$ cat src/rtl/htif_pkg.sv
// rtl/htif_pkg.sv - HTIF host poller shared widths, CSR addresses and FSM state codes
package htif_pkg;

    localparam int HTIF_PCR_WIDTH = 64;
    localparam int CSR_ADDR_WIDTH = 12;

    localparam logic [CSR_ADDR_WIDTH-1:0] CSR_ADDR_TO_HOST   = 12'h780;
    localparam logic [CSR_ADDR_WIDTH-1:0] CSR_ADDR_FROM_HOST = 12'h781;

    typedef logic [2:0] state_t;

    localparam state_t ST_HOLD     = 3'd0;
    localparam state_t ST_WAIT     = 3'd1;
    localparam state_t ST_RD_REQ   = 3'd2;
    localparam state_t ST_RD_RESP  = 3'd3;
    localparam state_t ST_CLR_REQ  = 3'd4;
    localparam state_t ST_CLR_RESP = 3'd5;
    localparam state_t ST_PUSH     = 3'd6;
    localparam state_t ST_HALT     = 3'd7;

    // riscv-tests signal test completion by setting bit 0 of tohost.
    function automatic logic is_exit_msg(input logic [HTIF_PCR_WIDTH-1:0] value);
        return value[0];
    endfunction

endpackage

$ cat src/rtl/htif_host_poller.sv
// rtl/htif_host_poller.sv - HTIF host initiator: holds core reset, polls and clears tohost, forwards messages
module htif_host_poller
    import htif_pkg::*;
#(
    parameter int unsigned                  RESET_HOLD    = 8,
    parameter int unsigned                  POLL_INTERVAL = 16,
    parameter logic [CSR_ADDR_WIDTH-1:0]    ADDR_TOHOST   = CSR_ADDR_TO_HOST
) (
    input  logic                            hclk,
    input  logic                            hresetn,
    output logic                            htif_reset,
    output logic                            htif_pcr_req_valid,
    input  logic                            htif_pcr_req_ready,
    output logic                            htif_pcr_req_rw,
    output logic [CSR_ADDR_WIDTH-1:0]       htif_pcr_req_addr,
    output logic [HTIF_PCR_WIDTH-1:0]       htif_pcr_req_data,
    input  logic                            htif_pcr_resp_valid,
    output logic                            htif_pcr_resp_ready,
    input  logic [HTIF_PCR_WIDTH-1:0]       htif_pcr_resp_data,
    output logic                            msg_valid,
    input  logic                            msg_ready,
    output logic [HTIF_PCR_WIDTH-1:0]       msg_data,
    output logic                            done,
    output logic                            pass,
    output logic [HTIF_PCR_WIDTH-2:0]       exit_code
);

    localparam int unsigned CNT_MAX = (RESET_HOLD > POLL_INTERVAL) ? RESET_HOLD : POLL_INTERVAL;
    localparam int unsigned CNT_W   = $clog2(CNT_MAX + 1);
    localparam logic [CNT_W-1:0] HOLD_LAST = CNT_W'(RESET_HOLD - 1);
    localparam logic [CNT_W-1:0] POLL_LOAD = CNT_W'(POLL_INTERVAL - 1);
    localparam logic [CNT_W-1:0] CNT_ONE   = CNT_W'(1);

    state_t                     state_q, state_d;
    logic [CNT_W-1:0]           cnt_q, cnt_d;
    logic                       htif_reset_q, htif_reset_d;
    logic [HTIF_PCR_WIDTH-1:0]  msg_data_q, msg_data_d;
    logic                       done_q, done_d;
    logic                       pass_q, pass_d;
    logic [HTIF_PCR_WIDTH-2:0]  exit_code_q, exit_code_d;

    logic req_fire;
    logic resp_fire;
    logic msg_fire;

    // Handshake outputs decode straight from the state so they are stable for the whole state.
    assign htif_pcr_req_valid  = (state_q == ST_RD_REQ) || (state_q == ST_CLR_REQ);
    assign htif_pcr_req_rw     = (state_q == ST_CLR_REQ);
    assign htif_pcr_req_addr   = ADDR_TOHOST;
    assign htif_pcr_req_data   = '0;
    assign htif_pcr_resp_ready = (state_q == ST_RD_RESP) || (state_q == ST_CLR_RESP);
    assign msg_valid           = (state_q == ST_PUSH);

    assign htif_reset = htif_reset_q;
    assign msg_data   = msg_data_q;
    assign done       = done_q;
    assign pass       = pass_q;
    assign exit_code  = exit_code_q;

    assign req_fire  = htif_pcr_req_valid && htif_pcr_req_ready;
    assign resp_fire = htif_pcr_resp_ready && htif_pcr_resp_valid;
    assign msg_fire  = msg_valid && msg_ready;

    always_comb begin
        state_d      = state_q;
        cnt_d        = cnt_q;
        htif_reset_d = htif_reset_q;
        msg_data_d   = msg_data_q;
        done_d       = done_q;
        pass_d       = pass_q;
        exit_code_d  = exit_code_q;

        case (state_q)
            ST_HOLD: begin
                if (cnt_q == HOLD_LAST) begin
                    htif_reset_d = 1'b0;
                    cnt_d        = POLL_LOAD;
                    state_d      = ST_WAIT;
                end else begin
                    cnt_d = cnt_q + CNT_ONE;
                end
            end
            ST_WAIT: begin
                if (cnt_q == '0) begin
                    state_d = ST_RD_REQ;
                end else begin
                    cnt_d = cnt_q - CNT_ONE;
                end
            end
            ST_RD_REQ: begin
                if (req_fire) state_d = ST_RD_RESP;
            end
            ST_RD_RESP: begin
                if (resp_fire) begin
                    if (htif_pcr_resp_data == '0) begin
                        cnt_d   = POLL_LOAD;
                        state_d = ST_WAIT;
                    end else begin
                        msg_data_d = htif_pcr_resp_data;
                        state_d    = ST_CLR_REQ;
                    end
                end
            end
            ST_CLR_REQ: begin
                if (req_fire) state_d = ST_CLR_RESP;
            end
            ST_CLR_RESP: begin
                if (resp_fire) state_d = ST_PUSH;
            end
            ST_PUSH: begin
                if (msg_fire) begin
                    if (is_exit_msg(msg_data_q)) begin
                        done_d      = 1'b1;
                        pass_d      = (msg_data_q == HTIF_PCR_WIDTH'(1));
                        exit_code_d = msg_data_q[HTIF_PCR_WIDTH-1:1];
                        state_d     = ST_HALT;
                    end else begin
                        cnt_d   = POLL_LOAD;
                        state_d = ST_WAIT;
                    end
                end
            end
            ST_HALT: begin
                state_d = ST_HALT;
            end
            default: begin
                state_d = ST_HOLD;
            end
        endcase
    end

    always_ff @(posedge hclk or negedge hresetn) begin
        if (!hresetn) begin
            state_q      <= ST_HOLD;
            cnt_q        <= '0;
            htif_reset_q <= 1'b1;
            msg_data_q   <= '0;
            done_q       <= 1'b0;
            pass_q       <= 1'b0;
            exit_code_q  <= '0;
        end else begin
            state_q      <= state_d;
            cnt_q        <= cnt_d;
            htif_reset_q <= htif_reset_d;
            msg_data_q   <= msg_data_d;
            done_q       <= done_d;
            pass_q       <= pass_d;
            exit_code_q  <= exit_code_d;
        end
    end

endmodule
$ cat config.mk
export PLATFORM = sky130hd
export DESIGN_NAME = htif_host_poller
export DESIGN_NICKNAME = d
export VERILOG_FILES = /design/src/rtl/htif_pkg.sv /design/src/rtl/htif_host_poller.sv
export SDC_FILE = /design/constraint.sdc
export NUM_CORES = 1
export LEC_CHECK = 0
export ABC_AREA = 1
export CORE_UTILIZATION = 40
export DETAILED_ROUTE_END_ITERATION = 6
export PLACE_DENSITY = 0.78
export REMOVE_ABC_BUFFERS = 1
export SYNTH_ARGS = -nofsm -noshare
export SYNTH_HDL_FRONTEND = slang
export SYNTH_SLANG_ARGS = --single-unit
export TNS_END_PERCENT = 20
$ cat constraint.sdc
create_clock -name hclk -period 1.3 [get_ports hclk]
set_input_delay 0.195 -clock hclk [delete_from_list [all_inputs] [get_ports hclk]]
set_output_delay 0.195 -clock hclk [all_outputs]
set_load 0.01 [all_outputs]
* Yosys cells after proc, flatten, opt, wreduce, memory -nomap -nowiden *
Index checks and enable logic that the tools add are counted.

storage, ports and cells
  input bits = 69
  output and inout bits = 210
  flip-flop bits (word level) = 138

operators by class
  muxes and demuxes = 17
  reductions and logical operators = 14
  bitwise gates (word level) = 1
  equality and inequality tests = 19
  add/sub/neg operators = 2

operator list
  kind                   number
  $eq A64 B1 Y1 const B  1
  $logic_not A64 Y1      1
  $mux W5                6
  $mux W3                9
  $pmux W3 S8            1
  $pmux W5 S4            1
  $ne A2 B2 Y1 const B   7
  $eq A3 B3 Y1 const B   4
  $reduce_and A7 Y1      1
  $eq A3 B2 Y1 const B   2
  $ne A2 B1 Y1 const B   3
  $reduce_and A3 Y1      2
  $reduce_and A6 Y1      1
  $add A5 B1 Y5 const B  1
  $eq A5 B3 Y1 const B   1
  $logic_not A5 Y1       1
  $sub A5 B1 Y5 const B  1
  $reduce_bool A4 Y1     1
  $eq A3 B1 Y1 const B   1
  $logic_and A1 B1 Y1    3
  $logic_not A3 Y1       1
  $logic_or A1 B1 Y1     2
  $reduce_and A2 Y1      1
  $not A1 Y1             1

* Longest topological paths before layout *
  word-level depth = 5
  mapped depth = 11
  depth with buffers taken out = 10

* Least setup slack after synthesis *
No wires, ideal clock.

  path type = flip-flop to flip-flop
  start = register state_q[1]
  end = register state_q[1]
  period minus slack after synthesis = 1457 ps
  buffers on the path = 0
  stages on the path, launching flop included = 9
  slack = -157 ps
  arrival = 1328 ps
  library setup time = 129 ps
  required time = 1171 ps
  path through = dfrtp_1 inv_2 nand2_2 o21ai_0 nand2_1 o21ai_1 nor2_1 o21ai_0 o21ai_0

between the ends
  longest elaborated chain between the ends = 5
  elaborated cells between the ends (all ways) = 22

ends and longest elaborated chain
  what                                                 RTL line                 RTL
  start: declaration                                   htif_host_poller.sv:34   state_t state_q, state_d;
  start signal: assignment                             htif_host_poller.sv:142  state_q <= state_d;
  $eq A3 B2 Y1 / $eq A3 B3 Y1 (equally long branches)  htif_host_poller.sv:51   assign htif_pcr_resp_ready = (state_q == ST_RD_RESP) || (state_q == ST_CLR_RESP);
  $logic_or A1 B1 Y1 (*)                               htif_host_poller.sv:51
  via htif_pcr_resp_ready                              htif_host_poller.sv:18   output logic htif_pcr_resp_ready,
  $logic_and A1 B1 Y1 (*)                              htif_host_poller.sv:61   assign resp_fire = htif_pcr_resp_ready && htif_pcr_resp_valid;
  $ne A2 B2 Y1 (no line)                               --
  $reduce_and A7 Y1 (no line) (*)                      --

The timed path passes the listed nets; every way through them passes the cells marked *.
A chain may end at the register's enable or synchronous reset.

* Worst setup path after layout *
  start = register state_q[0]
  end = output port htif_pcr_req_valid

between the ends
  longest elaborated chain between the ends = 2
  elaborated cells between the ends (all ways) = 3

ends and longest elaborated chain
  what                                                 RTL line                RTL
  $eq A3 B2 Y1 / $eq A3 B3 Y1 (equally long branches)  htif_host_poller.sv:47  assign htif_pcr_req_valid = (state_q == ST_RD_REQ) || (state_q == ST_CLR_REQ);
  $logic_or A1 B1 Y1 (*)                               htif_host_poller.sv:47
  end: declaration                                     htif_host_poller.sv:12  output logic htif_pcr_req_valid,

Every way passes the cells marked *; elsewhere a longest branch is shown, timed or not.

==> impl_metrics.py <==
metrics = {
    "global_routing": {
        "gr-total-overflow": 0,
        "grt_usage_pct": 23.46,
        "grt_antenna_before_repair": 0,
        "grt_pass1_vias": 6268,
        "grt_pass1_wl_um": 32420,
        "grt_max_degree": 43,
    },
    "placed_design": {
        "io_buffers": 202,
        "gp_congestion": 0.8700,
        "dp_hpwl_um": 14380,
        "placed_area_um2": 9303,
    },
    "power": {
        "vdd_drop_max_mv": 1.260,
        "power_density_nw_per_um2": 2028,
        "leakage_nw": 5.457,
    },
    "routing": {
        "wl_per_cell_um": 15.78,
        "routed_wl_um": 21680,
        "drc_errors": 0,
        "ant_nets": 0,
        "first_pass_iters": 5,
        "num_vias": 6628,
        "post_drt_via_cell_ratio": 4.824,
        "drt_iter0_markers": 407,
    },
    "timing": {
        "finalHoldViolations": 0,
        "timing.final.ws_setup_ps": -369.1,
        "fin_skew_ps": 7.674,
        "timing.fmax_mhz": 599.1,
        "rsz0062_at_grt": "true",
        "tns_ps": -37210,
        "fin_crit_sh_pct": 128.4,
        "slew_violations": 0,
        "setup_viol": 141,
        "period_needed_ps": 1669,
    },
    "floorplan": {
        "die_h_um": 133.8,
        "start_util_pct": 41.45,
        "ios": 279,
        "die_width_um": 133.8,
        "core.rowCount": 47,
        "die_area_um2": 17900,
        "fp.coreArea_um2": 16760,
    },
    "worst_setup_path": {
        "crit_path_start_kind": "flop",
        "worstPathMaxFanout": 4,
        "crit_slowest_cell": "dfrtp_1",
        "r2r_cells": 11,
        "worstSetupPathType": "reg2out",
        "crit_path_max_incr_delay_ps": 450,
        "worstPathCellList": "inv_2 > nand2_2 > nor2_4 > nor2_2 > inv_1 > buf_2",
        "arrival_ps": 1470,
        "end_kind": "primary output",
        "critPathRequiredTime_ps": 1110,
    },
    "clock_tree": {
        "clkLatencyLatePin_ps": 430,
        "cts_sinks": 138,
        "htreeDepth": 4,
        "cts_tree": "done",
        "cts.clk_slew.worst_paths_ps": 60,
        "root_buffer": "clkbuf_16",
        "cts_buffers": 17,
        "cts_max_path_buffers": 2,
    },
    "layout": {
        "fin_nets": 1213,
        "drive_above_1_share_pct": 22.36,
        "final_area_um2": 10710,
        "diodes": 0,
        "syn_to_final_growth_pct": 54.20,
        "final_common_cell": "nand2_1",
        "most-common-layout-cells": "223 x nand2_1, 136 x dfrtp_1, 98 x clkdlybuf4s15_1",
    },
    "status": {
        "run_status": "finished with violations",
        "violations": "setup timing",
    },
    "min_path": {
        "hp-class": "in2reg",
        "whs_path_depth": 3,
    },
    "synth": {
        "synthesis.area_um2": 6947,
        "synth_cell_type_count": 31,
        "synth_seq_area_share_pct": 49.73,
        "synth-seq-cells": 138,
        "syn_area_per_cell_um2": 8.173,
        "yosys_warnings": 0,
        "syn_inst": 850,
    },
    "run": {
        "maxCapViolations": 0,
    },
}
report_power, final:
part	internal, mW	switching (mW)
Combinational	4.78	5.23
Clock	2.95	1.90
Sequential	5.69	1.17
Total	13.4	8.31
worst max-delay path, delay by kind of cell (launching register included):
kind	cells	cell delay (ps)
DFF	1	450
buffers and inverters	3	340
and+or+nand+nor	3	260
logic make-up (layout without fill, tap and decap cells):
logic type               after synthesis  count (layout)  share of synthesized area (%)
XOR/XNOR                               4               4                         0.5044
AND/OR/NAND/NOR                      432             432                          27.31
AO/OA/AOI/OAI                         73              73                          5.349
buffers and inverters                198             428                          16.46
other                                  2              76                         0.1081
adder cells (fa/ha/maj)                3               3                         0.5404
flip-flops                           138             138                          49.73
through the flow:
stage               utilization (%)  hold slack, ps  cells  total power, mW  setup slack [ps]
floorplan                         -          -100.6    806            10.58             -1629
global placement              55.51           124.5   1294            15.29            -650.8
detailed placement            55.51           130.5   1294            15.54            -715.0
CTS                           61.33           152.5   1353            20.62            -284.6
global route                  63.91           101.2   1374            23.05            -428.9
finish                        63.91           69.29   1374            21.73            -369.1
flip-flops by register name, indices dropped and copies added (netlist names):
| signal | cells |
|---|---|
| cnt_q | 5 |
| done | 1 |
| exit_code | 63 |
| htif_reset | 1 |
| msg_data | 64 |
| pass | 1 |
| state_q | 3 |
metal layers:
layer | global-route usage [%] | wire length [um] | share of wire (%)
met1 | 28.63 | 8835 | 41
met2 | 40.70 | 11290 | 52
met3 | 4.422 | 1104 | 5.1
met4 | 9.533 | 454 | 2.1
met5 | 0 | 0 | 0
repair_timing:
action / 4_1_cts / 5_1_grt
hold buffers: 1 / 0
pin swaps: 12 / 36
setup endpoints to repair: 271 / 201
endpoints found under the hold margin: 30 / 0
cloned: 3 / 5
gates resized for setup: 314 / 155
buffers inserted: 23 / 17
cells in the mapped netlist:
cell type / count / share of area [%]
a21boi_0: 1 / 0.11
a21oi_1: 1 / 0.072
a31oi_1: 1 / 0.090
buf_1: 4 / 0.22
buf_2: 8 / 0.58
buf_4: 84 / 9.1
buf_6: 10 / 1.6
clkbuf_1: 12 / 0.65
conb_1: 2 / 0.11
dfrtp_1: 137 / 49
dfstp_2: 1 / 0.38
ha_1: 3 / 0.54
inv_1: 75 / 4.1
inv_2: 5 / 0.27
nand2_1: 256 / 14
nand2_2: 4 / 0.36
nand3_1: 18 / 1.3
nand3_2: 2 / 0.29
nand4_1: 78 / 7.0
nor2_1: 63 / 3.4
nor2_2: 2 / 0.18
nor2_4: 2 / 0.32
nor3_1: 2 / 0.14
nor4_1: 2 / 0.18
o211ai_1: 1 / 0.11
o21ai_0: 65 / 4.7
o21ai_1: 4 / 0.29
or2_1: 1 / 0.090
or2_2: 2 / 0.18
xnor2_1: 1 / 0.13
xor2_1: 3 / 0.38
worst paths after layout:
kind                                 endpoint                   from  slack [ps]
hold / removal                    msg_data[9]  htif_pcr_resp_data[9]          70
setup / recovery           htif_pcr_req_valid             state_q[0]        -370
max in group asynchronous        msg_data[53]                hresetn         520
min in group asynchronous        msg_data[28]                hresetn         260
hold reg to reg                          done                   done         480
setup reg to reg                     cnt_q[0]             state_q[0]        -330
cell type report:
cell class / count / area (um2)
Multi-Input combinational cell: 588 / 2930
Sequential cell: 138 / 3456
Timing Repair Buffer: 316 / 3138
Clock buffer: 24 / 511.7
Clock inverter: 8 / 82.58
Inverter: 80 / 317.8
Fill cell: 1414 / 6048
Tap cell: 220 / 275.3
Power figures use the tool's default switching activity.
